## src/rtl/pipeline_control_unit_pkg.sv

```systemverilog
// Shared types and defaults for the pipeline control unit and its helpers.
// Holds the FSM state encoding and the packed enable/flush bundles.
package pipeline_control_unit_pkg;

  localparam int unsigned DEF_NB_COUNTER  = 32;
  localparam int unsigned DEF_MEM_TIMEOUT = 16;
  localparam int unsigned NB_OPERAND      = 32;

  typedef enum logic [1:0] {
    RUN      = 2'd0,
    MEM_WAIT = 2'd1,
    HALT     = 2'd2
  } state_t;

  // Load enables for the PC and the four pipeline registers.
  typedef struct packed {
    logic pc;
    logic if_id;
    logic id_ex;
    logic ex_mem;
    logic mem_wb;
  } stage_en_t;

  // Bubble-insertion requests for the front-end pipeline registers.
  typedef struct packed {
    logic if_id;
    logic id_ex;
  } stage_flush_t;

endpackage

```

## src/rtl/pipeline_control_unit_sat_counter.sv

```systemverilog
// Saturating up-counter with enable and synchronous clear.
// Holds at all-ones instead of wrapping.
module sat_counter #(
  parameter int unsigned WIDTH = 32
) (
  input  logic             clk,
  input  logic             clr,
  input  logic             en,
  output logic [WIDTH-1:0] count
);

  always_ff @(posedge clk) begin
    if (clr) begin
      count <= '0;
    end else if (en && (count != {WIDTH{1'b1}})) begin
      count <= count + WIDTH'(1);
    end
  end

endmodule

```

## src/rtl/pipeline_control_unit.sv

```systemverilog
// Stall/flush/halt controller for a five-stage pipeline with a data-memory
// timeout watchdog and saturating performance counters.
module pipeline_control_unit
  import pipeline_control_unit_pkg::*;
#(
  parameter int unsigned NB_COUNTER  = DEF_NB_COUNTER,
  parameter int unsigned MEM_TIMEOUT = DEF_MEM_TIMEOUT
) (
  input  logic                  i_clock,
  input  logic                  i_reset,
  input  logic                  i_load_hazard,
  input  logic                  i_branch_hazard,
  input  logic                  i_imem_ready,
  input  logic                  i_dmem_req,
  input  logic                  i_dmem_ready,
  input  logic                  i_halt,
  output logic                  o_pc_en,
  output logic                  o_if_id_en,
  output logic                  o_id_ex_en,
  output logic                  o_ex_mem_en,
  output logic                  o_mem_wb_en,
  output logic                  o_if_id_flush,
  output logic                  o_id_ex_flush,
  output logic                  o_halted,
  output logic                  o_bus_error,
  output logic [NB_COUNTER-1:0] o_cycle_count,
  output logic [NB_COUNTER-1:0] o_stall_count,
  output logic [NB_COUNTER-1:0] o_flush_count
);

  localparam int unsigned NB_TMO = $clog2(MEM_TIMEOUT + 1);

  state_t            state_q;
  state_t            state_next;
  logic [NB_TMO-1:0] tmo_q;
  logic              bus_error_q;
  logic              dmem_stall;
  logic              timeout_hit;
  logic              branch_flush;
  logic              active;
  stage_en_t         en;
  stage_flush_t      flush;

  // A memory stall only matters while the core is still executing.
  assign dmem_stall  = i_dmem_req && !i_dmem_ready && (state_q != HALT);
  assign timeout_hit = dmem_stall && (tmo_q == NB_TMO'(MEM_TIMEOUT - 1));
  assign active      = !i_reset && (state_q != HALT);

  // State register.
  always_ff @(posedge i_clock) begin
    if (i_reset) begin
      state_q <= RUN;
    end else begin
      state_q <= state_next;
    end
  end

  // Next-state logic; HALT is left only through reset.
  always_comb begin
    state_next = state_q;
    case (state_q)
      RUN, MEM_WAIT: begin
        if (dmem_stall) begin
          state_next = timeout_hit ? HALT : MEM_WAIT;
        end else if (i_halt) begin
          state_next = HALT;
        end else begin
          state_next = RUN;
        end
      end
      HALT:    state_next = HALT;
      default: state_next = RUN;
    endcase
  end

  // Enable/flush decode in priority order: halt state, memory stall,
  // halt request, branch, load-use, fetch wait, normal flow.
  always_comb begin
    en           = '1;
    flush        = '0;
    branch_flush = 1'b0;
    if (i_reset) begin
      en    = '0;
      flush = '1;
    end else begin
      case (state_q)
        HALT: en = '0;
        default: begin
          if (dmem_stall) begin
            en = '0;
          end else if (i_halt) begin
            en = '1;
          end else if (i_branch_hazard) begin
            flush.if_id  = 1'b1;
            flush.id_ex  = 1'b1;
            branch_flush = 1'b1;
          end else if (i_load_hazard) begin
            en.pc       = 1'b0;
            en.if_id    = 1'b0;
            flush.id_ex = 1'b1;
          end else if (!i_imem_ready) begin
            en.pc       = 1'b0;
            flush.if_id = 1'b1;
          end
        end
      endcase
    end
  end

  // Consecutive memory-stall counter; restarts from RUN and on any progress.
  always_ff @(posedge i_clock) begin
    if (i_reset) begin
      tmo_q <= '0;
    end else if (dmem_stall) begin
      tmo_q <= (state_q == RUN) ? NB_TMO'(1) : tmo_q + NB_TMO'(1);
    end else begin
      tmo_q <= '0;
    end
  end

  // Sticky bus-error flag.
  always_ff @(posedge i_clock) begin
    if (i_reset) begin
      bus_error_q <= 1'b0;
    end else if (timeout_hit) begin
      bus_error_q <= 1'b1;
    end
  end

  assign o_pc_en       = en.pc;
  assign o_if_id_en    = en.if_id;
  assign o_id_ex_en    = en.id_ex;
  assign o_ex_mem_en   = en.ex_mem;
  assign o_mem_wb_en   = en.mem_wb;
  assign o_if_id_flush = flush.if_id;
  assign o_id_ex_flush = flush.id_ex;
  assign o_halted      = !i_reset && (state_q == HALT);
  assign o_bus_error   = !i_reset && bus_error_q;

  sat_counter #(.WIDTH(NB_COUNTER)) u_cycle_count (
    .clk   (i_clock),
    .clr   (i_reset),
    .en    (active),
    .count (o_cycle_count)
  );

  sat_counter #(.WIDTH(NB_COUNTER)) u_stall_count (
    .clk   (i_clock),
    .clr   (i_reset),
    .en    (active && !en.pc),
    .count (o_stall_count)
  );

  sat_counter #(.WIDTH(NB_COUNTER)) u_flush_count (
    .clk   (i_clock),
    .clr   (i_reset),
    .en    (branch_flush),
    .count (o_flush_count)
  );

endmodule

```

## config.mk

```make
export PLATFORM = sky130hd
export DESIGN_NAME = pipeline_control_unit
export DESIGN_NICKNAME = d
export VERILOG_FILES = /design/src/rtl/pipeline_control_unit_pkg.sv /design/src/rtl/pipeline_control_unit_sat_counter.sv /design/src/rtl/pipeline_control_unit.sv
export SDC_FILE = /design/constraint.sdc
export NUM_CORES = 1
export LEC_CHECK = 0
export CAP_MARGIN = 20
export CORE_MARGIN = 2
export CORE_UTILIZATION = 52
export DETAILED_ROUTE_END_ITERATION = 10
export PLACE_DENSITY = 0.91
export SLEW_MARGIN = 20
export SYNTH_ARGS = -nofsm -noshare
export SYNTH_HDL_FRONTEND = slang
export SYNTH_SLANG_ARGS = --single-unit
```

## constraint.sdc

```tcl
create_clock -name i_clock -period 2.7 [get_ports i_clock]
set_input_delay 0.27 -clock i_clock [delete_from_list [all_inputs] [get_ports i_clock]]
set_output_delay 0.27 -clock i_clock [all_outputs]
set_load 0.1 [all_outputs]
```

==> results.yml, run 1 <==
cells_and_area:
  antenna_cells_inserted: 0
  syn2layout_area_growth_pct: 21.0
  design_area_mm2: 0.00687
  final_layout_size_suffix_gt1_share_pct: 24.0
  layout.nets: 767
  final_core_util_pct: 63.9
drt:
  detail_route.drc_violations: 0
  drtPass1Iterations: 4
  viasPerCell: 6.41
  route.detailed.wl_per_inst_um: 16.5
  postRouteAntennaNets: 0
  vias: 5749
  postRouteWirelength_mm: 14.8
  drtIter0Drc: 461
synth:
  top_post_synthesis_cells_by_count: "sky130_fd_sc_hd__dfxtp_1, sky130_fd_sc_hd__a21oi_1, sky130_fd_sc_hd__nor2_1"
  syn_area_mm2: 0.00567
  register_bit_count_reported_by_yosys: 104
  post_synth.cell_area_avg_um2: 8.61
  async_reset_ff_share_pct: 0
  synthesis.instances: 659
  net_count_after_synthesis: 672
  synth.distinct_cells: 67
  yosys.area.top_type: "sky130_fd_sc_hd__dfxtp_1"
  synth_most_common_cell: "sky130_fd_sc_hd__dfxtp_1"
  part_of_the_yosys_area_used_for_sequential_elements_pct: 36.7
  synthTopCellsByArea: "sky130_fd_sc_hd__dfxtp_1, sky130_fd_sc_hd__a21oi_1, sky130_fd_sc_hd__nand4_1"
  post-synth-top-area-fraction_pct: 36.7
  ys.flop_type: "sky130_fd_sc_hd__dfxtp_1"
  synth_edf_count: 0
  yosysWarningCount: 0
clock_tree:
  cts_tree: "done"
  numClockSinks: 104
  holdBufCountCts: 0
  tritoncts.num_buffers: 9
  post_cts.resized_instances: 0
  clock_latency_ns: 0.37
  cts_setup_buffers: 0
  clkTransAtPathRegs_ns: 0.09
  clk_root_buffer_cell: "sky130_fd_sc_hd__clkbuf_8"
  maximum_level_of_the_cts_h_tree: 3
  cts_max_path_buffers: 2
outcome:
  run_status: "finished clean"
placement:
  placedInstanceArea_mm2: 0.00667
  place_worst_setup_slack_ns: 0.128
  dp_hpwl_mm: 10.5
  portBuffers: 112
  finalWeightedCongestion: 0.846
job:
  max-cap-violations: 0
power:
  vdd_ir_drop_max_v: 0.000271
  power-per-cell-area_mw_per_mm2: 417
  power_leakage_nw: 2.45
  total_power_mw: 2.86
worst_setup_path:
  cp-end-kind: "primary output"
  critical_path.cell_chain: "nand2b_1, nand2_1, a211oi_2, o31a_1, buf_12"
  cp_startpoint_kind: "flip-flop"
  worstPathMaxFanout: 9
  worstReg2RegStart: "u_flush_count.count[9]$_SDFFE_PP0P_"
  worstSetupPathType: "flip-flop to primary output"
  cp_slowest_stage_delay_ns: 0.40
  critical_path_required_ns: 2.43
  cp_num_buf_inv: 1
  cp_top_family: "compound AO/OA/AOI/OAI gates"
  cpMaxStageDelayCell: "sky130_fd_sc_hd__dfxtp_1"
  arrival_ns: 1.96
  crit_start: "state_q[0]$_SDFF_PP0_"
grt:
  grt_max_degree: 51
  first_global_vias: 5209
  antenna_found_initial: 0
  grt_first_pass_wirelength_mm: 23.8
  grt.overflow.total: 0
  grt.total_usage_pct: 24.8
sta:
  final-setup-viol-count: 0
  period_needed_ns: 2.23
  drv_slew: 0
  finalCritPeriodShare_pct: 82.6
  grt_setup_unrepaired: "false"
  totalNegativeSetupSlack_ns: 0
  worst-slew-pin-transition_ns: 0.589
  fmaxAchievable_ghz: 0.448
  setup_ws_ns: 0.469
  finalHoldViolCount: 0
  maxSlewHeadroom_pct: 60.6
  fin_worst_skew_ns: 0.00611
floorplanning:
  height_of_the_die_um: 108
  ios: 113
  fp.dieArea_mm2: 0.0118
  die-width_um: 108
  placeableCoreArea_mm2: 0.0107
  fp-row-count: 38
  floorplan.initialDensity_pct: 52.8
min_path:
  min-delay-start: "i_reset"
  hold_path_class: "input pin to flip-flop"
## worst paths after layout
| check | to | slack, ns | cells after the start |
|---|---|---|---|
| hold / removal | u_cycle_count.count[3]$_SDFFE_PP0P_ | 0.23 | 2 |
| setup reg to reg | u_flush_count.count[1]$_SDFFE_PP0P_ | 0.47 | 5 |
| hold reg to reg | state_q[0]$_SDFF_PP0_ | 0.49 | 1 |
| setup / recovery | o_pc_en | 0.47 | 5 |
## logic make-up (layout without fill, tap and decap cells)
logic type | count (synthesis) | in the layout | synth area share, %
fa+ha+maj | 5 | 5 | 1.10
flops | 104 | 104 | 36.7
compound gates | 162 | 162 | 19.1
mux | 17 | 17 | 3.33
xor+xnor | 7 | 7 | 1.08
buf+inv | 48 | 146 | 4.39
simple gates | 316 | 316 | 34.3
## placed cells by master, fill, tap and decap left out, types with 10 or more instances in the layout
| cell type | netlist | final |
|---|---|---|
| sky130_fd_sc_hd__buf_4 | 7 | 109 |
| sky130_fd_sc_hd__dfxtp_1 | 104 | 100 |
| sky130_fd_sc_hd__a21oi_1 | 60 | 60 |
| sky130_fd_sc_hd__nor2_1 | 43 | 43 |
| sky130_fd_sc_hd__nand4_1 | 41 | 41 |
| sky130_fd_sc_hd__nand2_1 | 40 | 40 |
| sky130_fd_sc_hd__or4_1 | 34 | 34 |
| sky130_fd_sc_hd__o31ai_1 | 32 | 32 |
| sky130_fd_sc_hd__nand3_1 | 29 | 29 |
| sky130_fd_sc_hd__o21ai_0 | 28 | 28 |
| sky130_fd_sc_hd__or3_1 | 27 | 27 |
| sky130_fd_sc_hd__and3_1 | 17 | 17 |
| sky130_fd_sc_hd__nor2b_1 | 15 | 15 |
| sky130_fd_sc_hd__nor4_1 | 14 | 14 |
| sky130_fd_sc_hd__mux2_2 | 14 | 14 |
| sky130_fd_sc_hd__clkbuf_8 | 0 | 11 |
| sky130_fd_sc_hd__inv_1 | 10 | 10 |
| sky130_fd_sc_hd__and4_1 | 10 | 10 |
## sequential cells by signal (all words and copies together) (netlist names)
signal / flops
u_stall_count.count: 32
u_cycle_count.count: 32
u_flush_count.count: 32
tmo_q: 5
state_q: 2
bus_error_q: 1
## stage by stage
step                hold slack, ns  cells
finish                       0.230    897
CTS                          0.205    897
floorplan                    0.441    659
global route                 0.214    897
detailed placement           0.473    883
global placement             0.461    883
## power breakdown
part | switching, mW | internal (mW) | total, mW
logic | 0.230 | 0.0883 | 0.318
registers | 0.0138 | 1.54 | 1.56
clock network | 0.519 | 0.468 | 0.987
## routing by layer
| metal | vias up | share of wire (%) | track usage [%] |
|---|---|---|---|
| met1 | 2750 | 42 | 31.5 |
| met3 | 29 | 6.7 | 4.82 |
| met2 | 213 | 49 | 41.3 |
| met5 | - | 0 | 0 |
| met4 | 0 | 2.2 | 10.3 |
| li1 | 2757 | - | - |
## worst reg2reg max path, stage by stage (launching register included)
cell,delay (ns)
sky130_fd_sc_hd__dfxtp_1,0.42
sky130_fd_sc_hd__and4_1,0.34
sky130_fd_sc_hd__nand3_1,0.43
sky130_fd_sc_hd__o31ai_4,0.62
sky130_fd_sc_hd__mux2i_1,0.26
sky130_fd_sc_hd__nor2_1,0.05
## layout make-up
cell class,count,area [um^2]
flip-flops and latches,104,2090
fillers,891,3880
clock buffers,11,151
multi-input cells,507,3350
inverters,10,37.5
well taps,140,175
repair buffers,122,1020
clock inverters,3,42.5
Power figures use the tool's default switching activity.
==> run 2, diff against run 1 <==
==> constraint.sdc (replaced) <==
create_clock -name i_clock -period 2.1 [get_ports i_clock]
set_input_delay 0.21 -clock i_clock [delete_from_list [all_inputs] [get_ports i_clock]]
set_output_delay 0.21 -clock i_clock [all_outputs]
set_load 0.1 [all_outputs]
==> run 2 against run 1 <==
  * Clock-buffer cell count fell by 2
  * Total power rose by 30%
  * Hold slack improved by 0.070 ns
  * Die area did not move
  * Clock skew rose by 0.0068 ns
==> results.yml, run 2 (synthesis gave the netlist of run 1 again) <==
drt:
  drtIter0Drc: 452
  viasPerCell: 6.47
  detailroute.wirelength.met2_mm: 7.77
  top_layer_used: "met4"
  postRouteWirelength_mm: 15.7
  detail_route.drc_violations: 0
  vias: 5969
  drtPass1Iterations: 5
  postRouteAntennaNets: 0
  met3RoutedLength_mm: 1.10
  route.detailed.wl_per_inst_um: 17.0
  route.layer.met1.wl_mm: 6.48
clock_tree:
  cts_tree: "done"
  clkTransAtPathRegs_ns: 0.11
  holdBufCountCts: 0
  cts_max_path_buffers: 2
  maximum_level_of_the_cts_h_tree: 3
  cts_setup_buffers: 0
  clock_latency_ns: 0.38
  clk_root_buffer_cell: "sky130_fd_sc_hd__clkbuf_8"
  numClockSinks: 104
  tritoncts.num_buffers: 9
grt:
  antenna_found_initial: 0
  first_global_vias: 5352
  grt_first_pass_wirelength_mm: 25.2
  grt_max_degree: 45
  grt.total_usage_pct: 26.4
  grt.overflow.total: 0
floorplanning:
  die-width_um: 108
  height_of_the_die_um: 108
  ios: 113
  fp-row-count: 38
  placeableCoreArea_mm2: 0.0107
  floorplan.initialDensity_pct: 52.8
  fp.dieArea_mm2: 0.0118
sta:
  worst-slew-pin-transition_ns: 0.535
  fin_worst_skew_ns: 0.0129
  worst_hold_slack_ns: 0.300
  finalCritPeriodShare_pct: 96.2
  totalNegativeSetupSlack_ns: 0
  finalHoldViolCount: 0
  final-setup-viol-count: 0
  period_needed_ns: 2.02
  drv_slew: 0
  fmaxAchievable_ghz: 0.495
  grt_setup_unrepaired: "true"
  maxSlewHeadroom_pct: 64.1
cells_and_area:
  most_frequent_standard_cell_in_the_layout_excluding_fill_and_tap_cells: "sky130_fd_sc_hd__buf_4"
  antenna_cells_inserted: 0
  largest_registers: "u_cycle_count.count (32), u_flush_count.count (32), u_stall_count.count (32)"
  layout.nets: 790
  syn2layout_area_growth_pct: 29.9
  layout_common_cells: "sky130_fd_sc_hd__buf_4, sky130_fd_sc_hd__a21oi_1, sky130_fd_sc_hd__dfxtp_2"
  final_layout_size_suffix_gt1_share_pct: 39.3
  design_area_mm2: 0.00737
  final_core_util_pct: 68.5
worst_setup_path:
  critical_path_required_ns: 2.41
  cp_startpoint_kind: "flip-flop"
  cp-end-kind: "flip-flop"
  worstPathMaxFanout: 12
  worstSetupPathType: "flip-flop to flip-flop"
  arrival_ns: 2.33
power:
  power-per-cell-area_mw_per_mm2: 507
  vdd_ir_drop_max_v: 0.000333
  power_leakage_nw: 2.66
placement:
  finalWeightedCongestion: 0.873
  portBuffers: 112
  dp_hpwl_mm: 11.3
  placedInstanceArea_mm2: 0.00712
job:
  max-cap-violations: 0
min_path:
  hold_path_class: "input pin to flip-flop"
outcome:
  run_status: "finished clean"
==> run 2: cell types whose count changed in the layout (fill, tap and decap cells not counted), sizes merged <==
cell | previous run | this run
clkinv | 1 | 3
inv | 10 | 12
buf | 116 | 139
clkbuf | 11 | 9
==> run 2: per-stage QoR <==
step | setup WS (ns) | std cells | total power [mW]
detailed placement | -0.0536 | 906 | 2.45
global placement | 0.00674 | 906 | 2.44
floorplan | -0.433 | 659 | 2.30
CTS | 0.00412 | 922 | 3.74
finish | 0.0797 | 922 | 3.73
global route | -0.0248 | 922 | 3.86
==> run 2: worst max-delay path, stage by stage (launching register included) <==
cell and delay, ns:
sky130_fd_sc_hd__dfxtp_4 0.37, sky130_fd_sc_hd__ha_1 0.22, sky130_fd_sc_hd__and4_1 0.22, sky130_fd_sc_hd__nand2_1 0.21, sky130_fd_sc_hd__nor3_1 0.08, sky130_fd_sc_hd__buf_4 0.17
sky130_fd_sc_hd__or4_1 0.50, sky130_fd_sc_hd__a21oi_1 0.17
==> run 2: layout make-up <==
type                    count  area, um^2
clock buffers               9         124
clock inverters             7        80.1
fillers                   853        3380
inverters                  10        37.5
multi-input cells         507        3430
flip-flops and latches    104        2290
well taps                 140         175
repair buffers            145        1230
==> run 2: path summary, 6_finish.rpt <==
| check | start | to | slack, ns | depth (start not counted) |
|---|---|---|---|---|
| worst max-delay path | u_flush_count.count[0]$_SDFFE_PP0P_ | u_flush_count.count[8]$_SDFFE_PP0P_ | 0.08 | 7 |
| worst min-delay path | i_reset | u_cycle_count.count[2]$_SDFFE_PP0P_ | 0.30 | 3 |
| worst max register to register | u_flush_count.count[0]$_SDFFE_PP0P_ | u_flush_count.count[8]$_SDFFE_PP0P_ | 0.08 | 7 |
| worst min register to register | u_stall_count.count[13]$_SDFFE_PP0P_ | u_stall_count.count[13]$_SDFFE_PP0P_ | 0.49 | 2 |
==> run 2: routing by layer <==
layer	vias to the layer above	global-route usage, %
met5	-	0
met4	0	9.07
li1	2809	-
met2	264	44.1
met3	38	5.06
met1	2858	34.0
==> run 2: what timing repair did <==
| item | CTS | global route |
|---|---|---|
| gates resized for setup | 2 | 6 |
| setup endpoints to repair | 2 | 22 |
| pin swaps | 0 | 2 |
==> run 2: power by group <==
| part | internal, mW | total [mW] | switching [mW] |
|---|---|---|---|
| combinational | 0.140 | 0.453 | 0.313 |
| clock | 0.566 | 1.32 | 0.753 |
| sequential | 1.94 | 1.96 | 0.0186 |
==> run 3, diff against run 2 <==
--- a/config.mk
+++ b/config.mk
@@ -9,8 +9,9 @@
 export CORE_MARGIN = 2
 export CORE_UTILIZATION = 52
 export DETAILED_ROUTE_END_ITERATION = 10
-export PLACE_DENSITY = 0.91
+export PLACE_DENSITY = 0.92
 export SLEW_MARGIN = 20
 export SYNTH_ARGS = -nofsm -noshare
 export SYNTH_HDL_FRONTEND = slang
+export SYNTH_HIERARCHICAL = 1
 export SYNTH_SLANG_ARGS = --single-unit
==> run 3 against run 2 <==
  * The run now ends with setup timing left
  * Register-to-register slack worse by 0.70 ns
  * Setup slack worse by 0.70 ns
  * Total power down 4.7%
  * Clock power down 8%
  * Clock-buffer cell count up 4
  * Non-clock buffer count up 84
  * Combinational power down 1%
  * First-iteration DRC count up 86%
  * Via count up 17%
  * Largest power group unchanged
  * Highest routed layer unchanged
==> results.yml, run 3 <==
drt:
  route.detailed.wl_per_inst_um: 24.0
  postRouteAntennaNets: 0
  postRouteWirelength_mm: 23.9
  drtPass1Iterations: 6
  detail_route.drc_violations: 0
  viasPerCell: 7.04
  drtIter0Drc: 842
  vias: 6995
placement:
  finalWeightedCongestion: 0.915
  placed_cells_incl_taps: 945
  portBuffers: 112
  dp_hpwl_mm: 11.8
grt:
  first_global_vias: 6023
  grt_max_degree: 110
  antenna_found_initial: 0
  grt_first_pass_wirelength_mm: 29.3
  grt.overflow.total: 0
  grt.total_usage_pct: 31.6
synth:
  synth_edf_count: 0
  synthTopCellsByArea: "sky130_fd_sc_hd__dfxtp_1, sky130_fd_sc_hd__a21oi_1, sky130_fd_sc_hd__o31ai_1"
  part_of_the_yosys_area_used_for_sequential_elements_pct: 37.9
  post_synth.cell_area_avg_um2: 8.47
  top_post_synthesis_cells_by_count: "sky130_fd_sc_hd__dfxtp_1, sky130_fd_sc_hd__a21oi_1, sky130_fd_sc_hd__nor2_1"
  synth.distinct_cells: 50
  ys.flop_type: "sky130_fd_sc_hd__dfxtp_1"
  post-synth-top-area-fraction_pct: 37.9
  async_reset_ff_share_pct: 0
  yosysWarningCount: 6
  net_count_after_synthesis: 662
  register_bit_count_reported_by_yosys: 104
  synthesis.instances: 649
  synth_most_common_cell: "sky130_fd_sc_hd__dfxtp_1"
  syn_area_mm2: 0.00550
  yosys.area.top_type: "sky130_fd_sc_hd__dfxtp_1"
worst_setup_path:
  critical_path_required_ns: 2.41
  worstPathMaxFanout: 6
  cp_top_family: "simple AND/OR/NAND/NOR gates"
  cp_num_buf_inv: 5
  arrival_ns: 3.03
  worstRegToRegCells: 12
  cp-end-kind: "flip-flop"
  cp_startpoint_kind: "flip-flop"
  worstReg2RegStart: "state_q[1]$_SDFF_PP0_"
  critical_path.most_common_cell: "sky130_fd_sc_hd__buf_4"
  cpMaxStageDelayCell: "sky130_fd_sc_hd__or4_1"
  cp_slowest_stage_delay_ns: 0.46
  worstSetupPathType: "flip-flop to flip-flop"
  worst-r2r-setup-slack_ns: -0.62
  critical_path.cell_chain: "nor2b_4, or2_4, buf_4, buf_4, inv_4, nand4_1, buf_6, nor4_4, buf_4, nand3_1, or4_1, a21oi_1"
  rr_endpoint: "u_cycle_count/count[27]$_SDFFE_PP0P_"
sta:
  period_needed_ns: 2.72
  final-setup-viol-count: 87
  finalCritPeriodShare_pct: 130
  fin_worst_skew_ns: 0.0201
  grt_setup_unrepaired: "true"
  fmaxAchievable_ghz: 0.367
  setup_ws_ns: -0.623
  maxSlewHeadroom_pct: 39.4
  worst-slew-pin-transition_ns: 0.905
  finalHoldViolCount: 0
  drv_slew: 0
cells_and_area:
  most_frequent_standard_cell_in_the_layout_excluding_fill_and_tap_cells: "sky130_fd_sc_hd__buf_4"
  num-fill-cells: 488
  largest_registers: "u_cycle_count/count (32), u_flush_count/count (32), u_stall_count/count (32)"
  syn2layout_area_growth_pct: 59.3
  layout_common_cells: "sky130_fd_sc_hd__buf_4, sky130_fd_sc_hd__dfxtp_4, sky130_fd_sc_hd__nor2_1"
  final_core_util_pct: 85.2
  final_cell_count_no_fill: 993
  layout.nets: 865
  antenna_cells_inserted: 0
  final_layout_size_suffix_gt1_share_pct: 57.2
clock_tree:
  cts_max_path_buffers: 2
  holdBufCountCts: 0
  maximum_level_of_the_cts_h_tree: 3
  clk_root_buffer_cell: "sky130_fd_sc_hd__clkbuf_8"
  cts_tree: "done"
  clock_latency_ns: 0.38
  numClockSinks: 104
  tritoncts.num_buffers: 9
  clkTransAtPathRegs_ns: 0.11
outcome:
  run_status: "complete, but fails checks"
  violations: "setup timing"
floorplanning:
  ios: 113
  fp.dieArea_mm2: 0.0114
  height_of_the_die_um: 107
  floorplan.initialDensity_pct: 53.5
  fp-row-count: 37
  placeableCoreArea_mm2: 0.0103
  die-width_um: 107
power:
  power_leakage_nw: 3.09
  vdd_ir_drop_max_v: 0.000397
  power-per-cell-area_mw_per_mm2: 406
min_path:
  holdPathEnd: "tmo_q[0]$_SDFF_PP0_"
  hold_path_class: "input pin to flip-flop"
  min-delay-start: "i_reset"
  hold-path-cell-count: 5
job:
  max-cap-violations: 0
==> run 3: logic make-up after synthesis <==
kind of cell,count (synthesis),share of synthesized area [%]
AND/OR/NAND/NOR,305,33.0
AO/OA/AOI/OAI,155,18.5
flip-flops,104,37.9
buffers and inverters,47,3.87
XOR/XNOR,23,3.66
multiplexers,10,1.98
adder cells (fa/ha/maj),5,1.14
==> run 3: worst register-to-register path, cell delays in order, from the launching register on <==
cell	delay (ns)
sky130_fd_sc_hd__dfxtp_2	0.35
sky130_fd_sc_hd__nor2b_4	0.13
sky130_fd_sc_hd__or2_4	0.26
sky130_fd_sc_hd__buf_4	0.16
sky130_fd_sc_hd__buf_4	0.15
sky130_fd_sc_hd__inv_4	0.06
sky130_fd_sc_hd__nand4_1	0.19
sky130_fd_sc_hd__buf_6	0.20
sky130_fd_sc_hd__nor4_4	0.17
sky130_fd_sc_hd__buf_4	0.22
sky130_fd_sc_hd__nand3_1	0.14
sky130_fd_sc_hd__or4_1	0.46
sky130_fd_sc_hd__a21oi_1	0.15
==> run 3: worst max path at each step <==
stage	slack, ns	cells after the start	to	startpoint
floorplan	-0.41	9	u_flush_count/count[31]$_SDFFE_PP0P_	state_q[1]$_SDFF_PP0_
global placement	-0.48	9	u_flush_count/count[31]$_SDFFE_PP0P_	i_dmem_req
detailed placement	-0.65	9	u_flush_count/count[31]$_SDFFE_PP0P_	i_dmem_req
CTS	-0.30	10	u_flush_count/count[29]$_SDFFE_PP0P_	state_q[1]$_SDFF_PP0_
global route	-0.62	12	u_cycle_count/count[27]$_SDFFE_PP0P_	state_q[1]$_SDFF_PP0_
finish	-0.62	12	u_cycle_count/count[27]$_SDFFE_PP0P_	state_q[1]$_SDFF_PP0_
==> run 3: area by class of cell <==
cell class              instances  area [um^2]  area share (%)
clock buffers                  13          159            1.81
inverters                      10         40.0           0.457
well taps                     136          170            1.94
flip-flops and latches        104         2400            27.5
repair buffers                229         1930            22.0
clock inverters                 3         17.5           0.200
multi-input cells             498         4040            46.1
==> run 3: timing repair <==
item                       CTS  global route
cloned                       1             0
gates resized for setup     50           104
pin swaps                   37            44
setup endpoints to repair   71            88
buffers inserted            18            13
==> run 3: routing by layer <==
layer | GRT usage [%] | part of all wire (%)
met1 | 35.9 | 34
met2 | 57.3 | 48
met5 | 0 | 0
met4 | 14.1 | 8.2
met3 | 5.65 | 9.1
==> run 3: power by group <==
group          switching [mW]  internal, mW
Sequential             0.0178          1.88
Combinational           0.293         0.155
Clock                   0.711         0.495
==> run 3: metrics by stage <==
step	hold slack, ns	setup slack (ns)	setup TNS [ns]	power, mW	cell area [um^2]
after floorplan	0.280	-0.414	-6.66	2.19	6020
after global placement	0.472	-0.479	-15.85	2.32	7590
after detailed placement	0.490	-0.653	-19.92	2.33	7590
after CTS	0.388	-0.303	-6.62	3.49	8160
after global routing	0.399	-0.623	-19.91	3.65	8760
final	0.401	-0.623	-17.49	3.56	8760
